===== config.mk =====
export PLATFORM = sky130hd
export DESIGN_NAME = clk_div_mc
export DESIGN_NICKNAME = d
export VERILOG_FILES = /design/src/rtl/clk_div_mc.sv
export SDC_FILE = /design/constraint.sdc
export NUM_CORES = 1
export LEC_CHECK = 0
export CORE_ASPECT_RATIO = 1.4
export CORE_MARGIN = 2
export CORE_UTILIZATION = 60
export CTS_BUF_LIST = sky130_fd_sc_hd__clkbuf_16
export DETAILED_ROUTE_END_ITERATION = 7
export GPL_TIMING_DRIVEN = 0
export PLACE_DENSITY = 0.92
export SLEW_MARGIN = 20
export SYNTH_ARGS = -nofsm -noshare
export SYNTH_HDL_FRONTEND = slang
export SYNTH_SLANG_ARGS = --single-unit

===== constraint.sdc =====
create_clock -name i_ref_clk -period 4.45 [get_ports i_ref_clk]
set_clock_uncertainty 0.15 [all_clocks]
set_input_delay 0.445 -clock i_ref_clk [delete_from_list [all_inputs] [get_ports i_ref_clk]]
set_output_delay 0.445 -clock i_ref_clk [all_outputs]
set_load 0.05 [all_outputs]

===== src/rtl/clk_div_mc.sv =====
// clk_div_mc: multi-channel integer clock divider.
// Each channel divides i_ref_clk by its own runtime ratio. Ratio and enable
// changes are only sampled while bypassing or at the end of a divided period,
// so the divided clock never produces a runt pulse.
//
// state   | meaning
// --------+-----------------------------------------------------------
// IDLE    | bypass: o_div_clk follows i_ref_clk, act reloads every edge
// HIGH    | high phase of a divided period, floor(act/2) cycles long
// LOW     | low phase, act - floor(act/2) cycles, period end samples request

module clk_div_mc #(
    parameter int NUM_CH      = 2,
    parameter int RATIO_WIDTH = 8
) (
    input  logic                          i_ref_clk,
    input  logic                          i_rst,
    input  logic [NUM_CH-1:0]             i_clk_en,
    input  logic [NUM_CH*RATIO_WIDTH-1:0] i_div_ratio,
    output logic [NUM_CH-1:0]             o_div_clk,
    output logic [NUM_CH-1:0]             o_ratio_ack
);

    typedef enum logic [1:0] {
        ST_IDLE = 2'd0,
        ST_HIGH = 2'd1,
        ST_LOW  = 2'd2
    } state_t;

    for (genvar k = 0; k < NUM_CH; k++) begin : g_ch
        state_t                 state_q, state_d;
        logic [RATIO_WIDTH-1:0] act_q, act_d;
        logic [RATIO_WIDTH-1:0] cnt_q, cnt_d;
        logic                   div_q, div_d;
        logic                   ack_q, ack_d;
        logic [RATIO_WIDTH-1:0] req;
        logic [RATIO_WIDTH-1:0] high_len;
        logic [RATIO_WIDTH-1:0] low_len;
        logic                   valid_req;

        assign req       = i_div_ratio[k*RATIO_WIDTH +: RATIO_WIDTH];
        assign valid_req = i_clk_en[k] && (req > RATIO_WIDTH'(1));
        assign high_len  = act_q >> 1;
        assign low_len   = act_q - high_len;

        // Next-state and datapath: load points are every IDLE edge and the LOW period end
        always_comb begin
            state_d = state_q;
            act_d   = act_q;
            cnt_d   = cnt_q;
            div_d   = div_q;
            ack_d   = 1'b0;
            case (state_q)
                ST_IDLE: begin
                    act_d = req;
                    ack_d = (req != act_q);
                    if (valid_req) begin
                        state_d = ST_HIGH;
                        div_d   = 1'b1;
                        cnt_d   = RATIO_WIDTH'(1);
                    end
                end
                ST_HIGH: begin
                    if (cnt_q == high_len) begin
                        state_d = ST_LOW;
                        div_d   = 1'b0;
                        cnt_d   = RATIO_WIDTH'(1);
                    end else begin
                        cnt_d = cnt_q + RATIO_WIDTH'(1);
                    end
                end
                ST_LOW: begin
                    // >= keeps the counter bounded even if act were ever inconsistent
                    if (cnt_q >= low_len) begin
                        act_d = req;
                        ack_d = (req != act_q);
                        if (valid_req) begin
                            state_d = ST_HIGH;
                            div_d   = 1'b1;
                            cnt_d   = RATIO_WIDTH'(1);
                        end else begin
                            state_d = ST_IDLE;
                            div_d   = 1'b0;
                            cnt_d   = '0;
                        end
                    end else begin
                        cnt_d = cnt_q + RATIO_WIDTH'(1);
                    end
                end
                default: begin
                    state_d = ST_IDLE;
                    div_d   = 1'b0;
                    cnt_d   = '0;
                end
            endcase
        end

        // Channel registers with asynchronous active-low reset
        always_ff @(posedge i_ref_clk or negedge i_rst) begin
            if (!i_rst) begin
                state_q <= ST_IDLE;
                act_q   <= '0;
                cnt_q   <= '0;
                div_q   <= 1'b0;
                ack_q   <= 1'b0;
            end else begin
                state_q <= state_d;
                act_q   <= act_d;
                cnt_q   <= cnt_d;
                div_q   <= div_d;
                ack_q   <= ack_d;
            end
        end

        // Bypass passes the reference straight through; reset forces the output low
        assign o_div_clk[k]   = i_rst & ((state_q == ST_IDLE) ? i_ref_clk : div_q);
        assign o_ratio_ack[k] = ack_q;
    end

endmodule


### Yosys cells after proc, flatten, opt, wreduce, memory -nomap -nowiden

Cells that the tools add are included.

* memory bits (writable): 0
* flip-flop bits (word level): 40
* latch bits: 0
* output and inout bits: 4
* memory bits (read-only): 0
* memories kept: 0

* mux-type cells: 40
* divide/modulo/power cells: 0
* add/sub/neg operators: 4
* reduce and logical (&&, ||, !) cells: 10
* $lt $le $gt $ge: 4
* shift operators: 0
* multipliers: 0
* bitwise operators: 2
* eq/ne operators: 14

Operators by type and width (count)
* $mux W8: 8
* $pmux W8 S3: 2
* $pmux W8 S2: 2
* $add A8 B1 Y8 const B: 2
* $eq A8 B7 Y1: 2
* $ge A8 B8 Y1: 2
* $gt A8 B1 Y1 const B: 2
* $mux W1: 16
* $ne A8 B8 Y1: 2
* $sub A8 B7 Y8: 2
* $mux W2: 6
* $ne A2 B2 Y1 const B: 6
* $pmux W2 S3: 2
* $pmux W1 S3: 2
* $reduce_and A3 Y1: 2
* $eq A2 B1 Y1 const B: 2
* $eq A2 B2 Y1 const B: 2
* $logic_not A2 Y1: 2
* $pmux W1 S2: 2
* $reduce_and A2 Y1: 2
* $reduce_bool A2 Y1: 2
* $and A1 B1 Y1: 2
* $logic_and A1 B1 Y1: 2

### Longest topological paths before layout

* depth in word-level cells: 5
* mapped depth: 15
* mapped depth without buffers: 15

==> flow_metrics.env <==
export IMPL_status="finished clean"
export IMPL_post_place_ws_ns=0.465
export IMPL_grt_max_degree=23
export IMPL_wl_microns=7760
export IMPL_fmax_mhz=243
export IMPL_path_buf_inv=1
export IMPL_leakage_nw=1.77
export IMPL_route_vias_total=2850
export IMPL_period_share_pct=92.6
export IMPL_dpl_cell_area_sq_um=3640
export IMPL_vdd_drop_max_v=0.000570
export IMPL_slew_headroom_pct=54.1
export IMPL_dieArea_sq_um=6120
export IMPL_crit_path_cell_trace="ha_1 > inv_1 > fa_1 > a21o_1 > a21oi_1 > o21bai_1 > a21oi_1 > xor2_1 > ha_1 > nand2_1 > nor3_1 > a21oi_1 > a21oi_2 > mux2_2"
export IMPL_switching_share_pct=47.5
export IMPL_grt_pass1_wl_microns=13000
export IMPL_io_pins=24
export IMPL_grt_pass1_vias=3002
export IMPL_p_comb_share_pct=59.8
export IMPL_finalHoldViolCount=0
export IMPL_switching_power_mw=1.61
export IMPL_fin_ws_ns=0.331
export IMPL_antenna_found_initial=0
export IMPL_postRouteAntennaNets=0
export IMPL_seq_area_frac_synth_pct=30.3
export IMPL_wl_per_cell_microns=16.6
export IMPL_period_minus_slack_ns=4.12
export IMPL_hold_buffers=1
export IMPL_dp_hpwl_microns=5700
export IMPL_clock_latency_ns=0.40
export IMPL_drtPass1Iterations=4
export IMPL_initial_core_util_pct=61.1
export IMPL_tns_ns=0
export IMPL_syn_inst=363
export IMPL_die_x_microns=66.7
export IMPL_path_clk_slew_ns=0.06
export IMPL_max_cap_violations=0
export IMPL_grtUsageTotal_pct=27.7
export IMPL_tightest_slew_ns=0.687
export IMPL_reg2reg_slack_ns=0.33
export IMPL_synthToLayoutAreaGrowth_pct=17.7
export IMPL_synth_edf_count=0
export IMPL_power_density_nw_per_um2=870
export IMPL_netlist_area_sq_um=3300
export IMPL_design_area_sq_um=3890
export IMPL_syn_area_per_cell_sq_um=9.10
export IMPL_intPower_mw=1.78
export IMPL_rsz0062_at_grt="false"
export IMPL_cts_tree="done"
export IMPL_gr_total_overflow=0
export IMPL_synth_warnings=0
export IMPL_nets=453
export IMPL_setup_violations=0
export IMPL_worst_path_max_delay_cell="dfrtp_1"
export IMPL_slew_viol_final=0
export IMPL_post_cts_buffers=0
export IMPL_coreArea_sq_um=5410
export IMPL_crit_path_frequent_cell="a21oi_1"
export IMPL_ys_seq_elements=40
export IMPL_port_buffers=23
export IMPL_place_congestion=0.841
export IMPL_synth_async_reset_ratio_pct=100
export IMPL_max_stage_delay_ns=0.51
export IMPL_start_kind="flip-flop"
export IMPL_drc=0
export IMPL_worstPathArrival_ns=4.25
export IMPL_power_frac_seq_pct=22.9
export IMPL_fp_dieH_microns=91.8
export IMPL_viasPerCell=6.10
export IMPL_ys_flop_type="dfrtp_1"
export IMPL_cts_resized=0
export IMPL_drt_iter0_markers=204
export IMPL_required_ns=4.58
export IMPL_critPathKind="flip-flop to flip-flop"
export IMPL_antenna_cells=0
export IMPL_rows=32
export IMPL_power_share_clock_pct=17.3
export IMPL_drive_above_1_share_pct=11.5
export IMPL_crit_fanout=9
export IMPL_crit_family="compound AO/OA/AOI/OAI gates"
export IMPL_synth_nets=417
export IMPL_hold_path_class="flip-flop to flip-flop"
export IMPL_end_kind="flip-flop"
export IMPL_yosysUniqueCellTypes=56
worst reg2reg max path: cells and delay by family, from the launching register on:
| family | cells | cell delay, ns |
|---|---|---|
| compound gates | 6 | 1.50 |
| xor+xnor | 1 | 0.11 |
| fa+ha+maj | 3 | 0.94 |
| buf+inv | 1 | 0.06 |
| flops | 1 | 0.51 |
| mux | 1 | 0.41 |
| simple gates | 2 | 0.35 |
area by class of cell:
| cell class | instances | area (sq um) |
|---|---|---|
| Fill cell | 378 | 1520 |
| Inverter | 27 | 101 |
| Tap cell | 68 | 85.1 |
| Clock buffer | 11 | 245 |
| Timing Repair Buffer | 23 | 243 |
| Sequential cell | 40 | 1000 |
| Clock inverter | 2 | 12.5 |
| Multi-Input combinational cell | 288 | 2150 |
| Buffer | 8 | 47.5 |
worst paths after layout:
kind / startpoint / end / cells after the start
worst max-delay path: g_ch[0].act_q[1] / g_ch[0].act_q[7] / 14
worst min-delay path: g_ch[1].div_q / g_ch[1].div_q / 1
worst max register to register: g_ch[0].act_q[1] / g_ch[0].act_q[7] / 14
worst min register to register: g_ch[1].div_q / g_ch[1].div_q / 1
max in group asynchronous: i_rst / g_ch[1].cnt_q[5] / 3
min in group asynchronous: i_rst / g_ch[0].act_q[7] / 2
flip-flops by register name, indices dropped and copies added (netlist names):
| name | cells |
|---|---|
| g_ch.cnt_q | 16 |
| g_ch.act_q | 16 |
| g_ch.ack_q | 2 |
| g_ch.state_q | 4 |
| g_ch.div_q | 2 |
placed cells by master, fill, tap and decap left out, types with 2 or more instances in the layout:
cell | synthesis | routed
a31oi_1 | 2 | 2
xor2_1 | 34 | 34
buf_4 | 4 | 4
fa_1 | 2 | 2
nand2b_1 | 4 | 4
o21bai_1 | 4 | 4
dfrtp_1 | 40 | 40
o211ai_1 | 6 | 6
inv_1 | 27 | 27
nand3_1 | 10 | 10
o21ai_0 | 21 | 21
clkbuf_16 | 0 | 9
clkbuf_1 | 2 | 2
mux2_2 | 16 | 16
ha_1 | 32 | 32
a21o_1 | 2 | 2
o311ai_1 | 2 | 2
nor2b_1 | 9 | 9
a221o_1 | 2 | 2
and3b_1 | 2 | 2
nor3_1 | 5 | 5
xnor2_1 | 10 | 10
nand2_1 | 30 | 30
and3_1 | 5 | 5
nor2_2 | 2 | 2
a21oi_1 | 11 | 11
a21boi_0 | 3 | 3
buf_2 | 2 | 3
o41ai_1 | 4 | 4
clkdlybuf4s50_1 | 0 | 22
or2_2 | 2 | 2
and2_1 | 3 | 3
or4_4 | 2 | 2
nor2_1 | 32 | 32
a32oi_1 | 2 | 2
nor4_1 | 7 | 7
stage by stage:
| step | utilization [%] | std cells | hold WS, ns | total power [mW] |
|---|---|---|---|---|
| 3_3_place_gp | 66.9 | 454 | 0.358 | 2.63 |
| 5_1_grt | 71.9 | 467 | 0.436 | 3.68 |
| 4_1_cts | 71.9 | 467 | 0.391 | 3.38 |
| 2_1_floorplan | - | 363 | -0.000591 | 2.28 |
| 3_5_place_dp | 67.4 | 455 | 0.292 | 2.79 |
| 6_report | 71.9 | 467 | 0.404 | 3.38 |
Yosys cell counts, types with 3 or more instances:
cell type	n	share of area, %
nand2_1	30	3.4
mux2_2	16	5.5
o211ai_1	6	1.4
nor2b_1	9	1.7
nor2_1	32	3.6
nor4_1	7	1.3
ha_1	32	12
xnor2_1	10	2.7
nand3_1	10	1.5
and3_1	5	0.95
nand2b_1	4	0.76
o21ai_0	21	3.2
dfrtp_1	40	30
xor2_1	34	9.0
and2_1	3	0.57
buf_4	4	0.91
inv_1	27	3.1
a21oi_1	11	1.7
o21bai_1	4	0.91
nor3_1	5	0.76
o41ai_1	4	1.1
a21boi_0	3	0.68
power groups by stage:
stage / clock (mW) / combinational [mW] / sequential [mW]
after floorplan: 0.0327 / 1.55 / 0.694
after global placement: 0.0460 / 1.82 / 0.763
after detailed placement: 0.0460 / 1.97 / 0.775
after CTS: 0.587 / 2.02 / 0.769
after global routing: 0.607 / 2.27 / 0.799
final: 0.584 / 2.02 / 0.775
logic make-up after synthesis:
family	count (synthesis)	synth area share [%]
adders and majority gates	34	13.3
buffers and inverters	35	4.51
AOI/OAI and AO/OA	75	16.6
and+or+nand+nor	119	18.2
DFF	40	30.3
muxes	16	5.45
xor gates and xnor gates	44	11.7
per-layer routing:
metal	up-vias	wire length (microns)	track usage (%)
met2	85	4290	49.2
li1	1360	-	-
met4	0	296	18.0
met5	-	0	0
met3	32	275	7.61
met1	1373	2900	27.0
No activity file was read; power rests on OpenSTA's default activity.
